## src/rtl/matrix_pkg.sv

```systemverilog
// rtl/matrix_pkg.sv - shared sizes, state and error encodings for the matrix loader
package matrix_pkg;

    localparam int MAX_DIM   = 5;
    localparam int MAX_ELEMS = 25;

    typedef enum logic [1:0] {
        ST_IDLE = 2'b00,
        ST_LOAD = 2'b01,
        ST_FULL = 2'b10
    } state_t;

    typedef enum logic [1:0] {
        ERR_NONE    = 2'b00,
        ERR_DIM     = 2'b01,
        ERR_TIMEOUT = 2'b10
    } err_code_t;

    // A dimension is usable when it lies in 1..MAX_DIM.
    function automatic logic dim_ok(input logic [2:0] d);
        return (d != 3'd0) && (d <= 3'(MAX_DIM));
    endfunction

    // 3x3-bit product into 6 bits; valid dimensions never exceed 25, so 5 bits hold it.
    function automatic logic [4:0] dim_product(input logic [2:0] r, input logic [2:0] c);
        logic [5:0] p;
        p = {3'b000, r} * {3'b000, c};
        return 5'(p);
    endfunction

endpackage

```

## src/rtl/matrix_loader_beat_timeout.sv

```systemverilog
// rtl/matrix_loader_beat_timeout.sv - idle-cycle watchdog between accepted beats
module beat_timeout #(
    parameter int TIMEOUT_CYCLES = 1023
) (
    input  logic i_clk,
    input  logic i_reset,
    input  logic i_arm,
    input  logic i_kick,
    output logic o_expired
);

    localparam int CW = (TIMEOUT_CYCLES < 2) ? 1 : $clog2(TIMEOUT_CYCLES + 1);

    // r_cnt holds the number of cycles elapsed since the last kick (or since arming),
    // counting the current cycle, so expiry lands TIMEOUT_CYCLES-1 cycles after the beat
    // and the registered error shows up exactly TIMEOUT_CYCLES cycles after it.
    logic [CW-1:0] r_cnt;

    assign o_expired = (TIMEOUT_CYCLES != 0) && i_arm && !i_kick &&
                       (r_cnt == CW'(TIMEOUT_CYCLES - 1));

    // Restart on every kick or while disarmed, otherwise count up and hold at expiry.
    always_ff @(posedge i_clk) begin
        if (i_reset) begin
            r_cnt <= '0;
        end else if (!i_arm || i_kick) begin
            r_cnt <= CW'(1);
        end else if (!o_expired) begin
            r_cnt <= r_cnt + CW'(1);
        end
    end

endmodule

```

## src/rtl/matrix_loader.sv

```systemverilog
// rtl/matrix_loader.sv - packs a serial element stream row-major into a 25-slot matrix buffer
module matrix_loader
    import matrix_pkg::*;
#(
    parameter int DATA_WIDTH     = 9,
    parameter int TIMEOUT_CYCLES = 1023
) (
    input  logic                            i_clk,
    input  logic                            i_reset,
    input  logic                            i_start,
    input  logic [2:0]                      i_r_in,
    input  logic [2:0]                      i_c_in,
    input  logic                            i_in_valid,
    input  logic [DATA_WIDTH-1:0]           i_in_data,
    output logic                            o_in_ready,
    input  logic                            i_abort,
    input  logic                            i_release,
    output logic [2:0]                      o_r_out,
    output logic [2:0]                      o_c_out,
    output logic [MAX_ELEMS*DATA_WIDTH-1:0] o_data_flat,
    output logic                            o_mat_valid,
    output logic [4:0]                      o_load_count,
    output logic                            o_err,
    output logic [1:0]                      o_err_code
);

    state_t                r_state;
    state_t                w_next;
    logic [2:0]            r_r;
    logic [2:0]            r_c;
    logic [4:0]            r_total;
    logic [4:0]            r_count;
    logic [DATA_WIDTH-1:0] r_data [MAX_ELEMS];
    logic                  r_in_ready;
    logic                  r_mat_valid;
    logic                  r_err;
    err_code_t             r_err_code;

    logic                  w_start_ok;
    logic                  w_dim_err;
    logic                  w_accept;
    logic                  w_abort;
    logic                  w_expired;
    logic [MAX_ELEMS-1:0]  w_onehot;

    // A beat counts only when it is not cancelled by a coincident abort.
    assign w_accept = (r_state == ST_LOAD) && i_in_valid && !i_abort;
    assign w_abort  = (r_state == ST_LOAD) && (i_abort || w_expired);
    assign w_onehot = MAX_ELEMS'(1) << r_count;

    beat_timeout #(
        .TIMEOUT_CYCLES(TIMEOUT_CYCLES)
    ) u_timeout (
        .i_clk    (i_clk),
        .i_reset  (i_reset),
        .i_arm    (r_state == ST_LOAD),
        .i_kick   (w_accept),
        .o_expired(w_expired)
    );

    // State register.
    always_ff @(posedge i_clk) begin
        if (i_reset) r_state <= ST_IDLE;
        else         r_state <= w_next;
    end

    // Next-state decode and the control strobes that steer the datapath.
    always_comb begin
        w_next     = r_state;
        w_start_ok = 1'b0;
        w_dim_err  = 1'b0;
        unique case (r_state)
            ST_IDLE: begin
                if (i_start) begin
                    if (dim_ok(i_r_in) && dim_ok(i_c_in)) begin
                        w_start_ok = 1'b1;
                        w_next     = ST_LOAD;
                    end else begin
                        w_dim_err  = 1'b1;
                    end
                end
            end
            ST_LOAD: begin
                if (w_abort)                                      w_next = ST_IDLE;
                else if (w_accept && (r_count + 5'd1 == r_total)) w_next = ST_FULL;
            end
            ST_FULL: begin
                if (i_release) w_next = ST_IDLE;
            end
            default: w_next = ST_IDLE;
        endcase
    end

    // Datapath: dimensions, element buffer, beat counter, error reporting and the
    // registered handshake/level outputs (kept as flops so mat_valid cannot glitch).
    always_ff @(posedge i_clk) begin
        if (i_reset) begin
            r_r         <= '0;
            r_c         <= '0;
            r_total     <= '0;
            r_count     <= '0;
            r_in_ready  <= 1'b0;
            r_mat_valid <= 1'b0;
            r_err       <= 1'b0;
            r_err_code  <= ERR_NONE;
            for (int k = 0; k < MAX_ELEMS; k++) r_data[k] <= '0;
        end else begin
            r_in_ready  <= (w_next == ST_LOAD);
            r_mat_valid <= (w_next == ST_FULL);
            r_err       <= w_dim_err || w_expired;

            if (w_dim_err)       r_err_code <= ERR_DIM;
            else if (w_start_ok) r_err_code <= ERR_NONE;
            else if (w_expired)  r_err_code <= ERR_TIMEOUT;

            if (w_start_ok) begin
                r_r     <= i_r_in;
                r_c     <= i_c_in;
                r_total <= dim_product(i_r_in, i_c_in);
                r_count <= '0;
                for (int k = 0; k < MAX_ELEMS; k++) r_data[k] <= '0;
            end else if (w_abort) begin
                r_r     <= '0;
                r_c     <= '0;
                r_count <= '0;
                for (int k = 0; k < MAX_ELEMS; k++) r_data[k] <= '0;
            end else if (w_accept) begin
                for (int k = 0; k < MAX_ELEMS; k++) begin
                    if (w_onehot[k]) r_data[k] <= i_in_data;
                end
                r_count <= r_count + 5'd1;
            end
        end
    end

    // Flatten the buffer onto the output bus, slot k at bits [k*DATA_WIDTH +: DATA_WIDTH].
    always_comb begin
        o_data_flat = '0;
        for (int k = 0; k < MAX_ELEMS; k++) begin
            o_data_flat[k*DATA_WIDTH +: DATA_WIDTH] = r_data[k];
        end
    end

    assign o_in_ready   = r_in_ready;
    assign o_mat_valid  = r_mat_valid;
    assign o_r_out      = r_r;
    assign o_c_out      = r_c;
    assign o_load_count = r_count;
    assign o_err        = r_err;
    assign o_err_code   = r_err_code;

endmodule

```

## config.mk

```make
export PLATFORM = sky130hd
export DESIGN_NAME = matrix_loader
export DESIGN_NICKNAME = d
export VERILOG_FILES = /design/src/rtl/matrix_pkg.sv /design/src/rtl/matrix_loader_beat_timeout.sv /design/src/rtl/matrix_loader.sv
export SDC_FILE = /design/constraint.sdc
export NUM_CORES = 1
export LEC_CHECK = 0
export CAP_MARGIN = 25
export CORE_AREA = 2 2 148 150
export CTS_CLUSTER_DIAMETER = 150
export DETAILED_ROUTE_END_ITERATION = 12
export DIE_AREA = 0 0 150 152
export GPL_TIMING_DRIVEN = 0
export PLACE_DENSITY = 0.76
export SLEW_MARGIN = 40
export SYNTH_ARGS = -nofsm -noshare
export SYNTH_HDL_FRONTEND = slang
export SYNTH_SLANG_ARGS = --single-unit
```

## constraint.sdc

```tcl
create_clock -name i_clk -period 3 [get_ports i_clk]
set_input_delay 0.6 -clock i_clk [delete_from_list [all_inputs] [get_ports i_clk]]
set_output_delay 0.6 -clock i_clk [all_outputs]
set_load 0.005 [all_outputs]
```

==> flow_summary.toml <==
[placed_design]
preCtsSetupSlack_ns = -0.622
place.port_buffers = 260
gp_routability_congestion = 0.851
hpwl_um = 19800

[floorplanning]
rows = 54
dieArea_um2 = 22800
start_util_pct = 48.1
core_area_um2 = 21400
ioPinCount = 262
die_h_um = 152
die_x_um = 150

[route]
wire_per_inst_um = 20.2
viasPerCell = 5.24
wirelength_um = 28000
vias = 7273
drc = 0
ant_nets = 0
drt_first_pass_iters = 5
drtIter0Drc = 549

[flow_run]
maxCapViolCount = 0

[worst_hold_path]
hold-path-endpoint = "r_total[0]$_SDFFE_PP0P_"
whs_path_depth = 2
hp-class = "flop to flop"
hp-start = "r_total[0]$_SDFFE_PP0P_"

[critical_path]
crit_arrival_ns = 3.14
crit_chain = "clkdlybuf4s50_1 > nor4bb_1 > buf_2 > nand3_1 > clkbuf_1 > o21ai_2"
slowest_delay_ns = 0.58
crit_fanout = 10
r2r_start = "r_state[1]$_SDFF_PP0_"
r2r_slack_ns = 0.29
cp-start-kind = "input pin"
rr_worst_depth = 5
cp-end-kind = "flop"
critPathKind = "input pin to flop"
worst_path_max_delay_cell = "o21ai_2"
required_ns = 3.17
r2r-end = "r_data[0][98]$_SDFFCE_PN0P_"

[sta]
tns_ns = 0
fmax_mhz = 336
hold_violations = 0
rsz0062_at_grt = "yes"
hold_ws_ns = 0.473
drv_slew = 0
relSlewSlack_pct = 43.1
fin_ws_ns = 0.0267
skew_ns = 0.0113
setup_viol = 0
tightest_slew_ns = 0.853
fin_crit_ns = 2.97
fin_crit_sh_pct = 99.1

[pwr]
swShare_pct = 21.5
ir_drop_v = 0.000438
power_frac_seq_pct = 50.4
cellLeakagePower_uw = 0.00496
power_density_nw_per_um2 = 584
p_comb_share_pct = 9.7
clkPwrFrac_pct = 39.8
power.switching_uw = 1780
internal-power_uw = 6520

[layout]
final_nets = 1122
diodes = 0
drive_above_1_share_pct = 8.67
final_common_cell = "clkdlybuf4s50_1"
final_cell_mix = "clkdlybuf4s50_1, edfxtp_1, nor2_1"
area_delta_synth_final_pct = 38.6

[clocking]
clk_latency_ns = 0.53
cts_max_level = 1
cts_root_buffer = "clkbuf_16"
clockBufferDepth = 3
cts.sinks = 258
cts_buffers = 26
postCtsSetupBuffers = 0
cts.reportedPaths.clkPinSlew_ns = 0.06
cts_tree = "built"

[global_route]
grt_pass1_vias = 7039
gr-total-overflow = 0
grt.total_usage_pct = 24.1
grt_max_degree = 15
grt_pass1_wl_um = 41400
antenna_found_initial = 0

[logic_synthesis]
syn-num-nets = 832
synth_flop_cell = "edfxtp_1"
yosysSeqAreaShare_pct = 71.4
post_synth.cell_area_avg_um2 = 12.9
ys_types = 48
synth_edf_count = 216
synth-async-reset-ratio_pct = 0
ys_warn_count = 0
synth_seq_cells = 258
netlist_area_um2 = 10300
synthCells = 798

[run_status]
status = "finished, final reports clean"
==> power by group through the flow <==
stage	clock (uW)	combinational, uW	sequential [uW]
2_1_floorplan	0	195	4280
3_3_place_gp	0	778	4270
3_5_place_dp	0	802	4270
4_1_cts	3330	807	4190
5_1_grt	3460	860	4210
6_report	3310	808	4190
==> timing repair <==
item / CTS / global route
pin swaps: 0 / 0
cloned: 0 / 0
gates resized for setup: 1 / 6
hold endpoints to repair: 0 / 0
hold buffers: 0 / 0
endpoints found under the setup margin: 36 / 63
==> layout make-up <==
type	instances	area, um^2
repair buffers	262	2620
fillers	1579	7120
inverters	16	60.1
multi-input cells	476	2770
plain buffers	48	233
well taps	280	350
clock buffers	33	698
flip-flops and latches	258	7330
clock inverters	14	171
==> critical path: cells and delay by family <==
family          cells  cell delay (ns)
compound gates      1             0.58
buf+inv             3             1.24
simple gates        2             0.72
==> registers in the layout (all words and copies together), names as in the netlist <==
| signal | cells |
|---|---|
| o_load_count | 5 |
| r_data | 225 |
| o_c_out | 3 |
| o_err | 1 |
| o_err_code | 2 |
| r_state | 2 |
| o_mat_valid | 1 |
| r_total | 5 |
| o_in_ready | 1 |
| o_r_out | 3 |
| u_timeout.r_cnt | 10 |
==> layer usage <==
| layer | part of all wire, % | track usage, % | vias up | wire, um |
|---|---|---|---|---|
| li1 | - | - | 3351 | - |
| met1 | 38 | 30.9 | 3508 | 10800 |
| met2 | 49 | 39.9 | 348 | 13700 |
| met3 | 9.1 | 5.74 | 66 | 2550 |
| met4 | 3.6 | 8.98 | 0 | 1020 |
| met5 | 0 | 0 | - | 0 |
==> through the flow <==
step                      power, uW  instances  util, %  area [um^2]
after floorplan                4470        798        -        10300
after global placement         5050       1338     61.9        13200
after detailed placement       5070       1340     62.2        13300
after CTS                      8320       1387     66.3        14200
after global routing           8520       1387     66.6        14200
final                          8300       1387     66.6        14200
==> worst max path at each step <==
stage,start,to,slack [ns],depth (start not counted)
finish,i_in_valid,r_data[0][98]$_SDFFCE_PN0P_,0.03,6
global route,i_in_valid,r_data[0][91]$_SDFFCE_PN0P_,-0.12,6
CTS,i_in_valid,r_data[0][98]$_SDFFCE_PN0P_,-0.07,6
detailed placement,i_in_valid,r_data[0][93]$_SDFFCE_PN0P_,-0.62,6
global placement,i_in_valid,r_data[0][100]$_SDFFCE_PN0P_,-0.96,6
floorplan,i_in_valid,r_data[0][81]$_SDFFCE_PN0P_,0.44,5
==> cell usage after synthesis (all sizes together), types with 5 or more instances <==
cell    number  area, um^2
and3        10        62.6
clkbuf      34         129
nor3         5        25.0
edfxtp     216        6490
ha          11         138
dfxtp       42         841
and2        90         563
nor2       163         659
xnor2       10        87.6
o21ai       27         135
mux2i       10         100
a21oi       18        90.1
nand3       11        55.1
inv         16        60.1
buf         14         104
a211oi       5        42.5
a22o         6        52.6
nand2       71         269
==> cell families (layout without fill, tap and decap cells) <==
| kind of cell | Yosys count | count (layout) | synth area share [%] |
|---|---|---|---|
| buf+inv | 64 | 373 | 2.85 |
| xor+xnor | 14 | 14 | 1.19 |
| flops | 258 | 258 | 71.4 |
| compound gates | 67 | 67 | 4.23 |
| mux | 10 | 10 | 0.975 |
| simple gates | 372 | 372 | 17.6 |
| fa+ha+maj | 13 | 13 | 1.73 |
(Power assumes the default switching activity.)
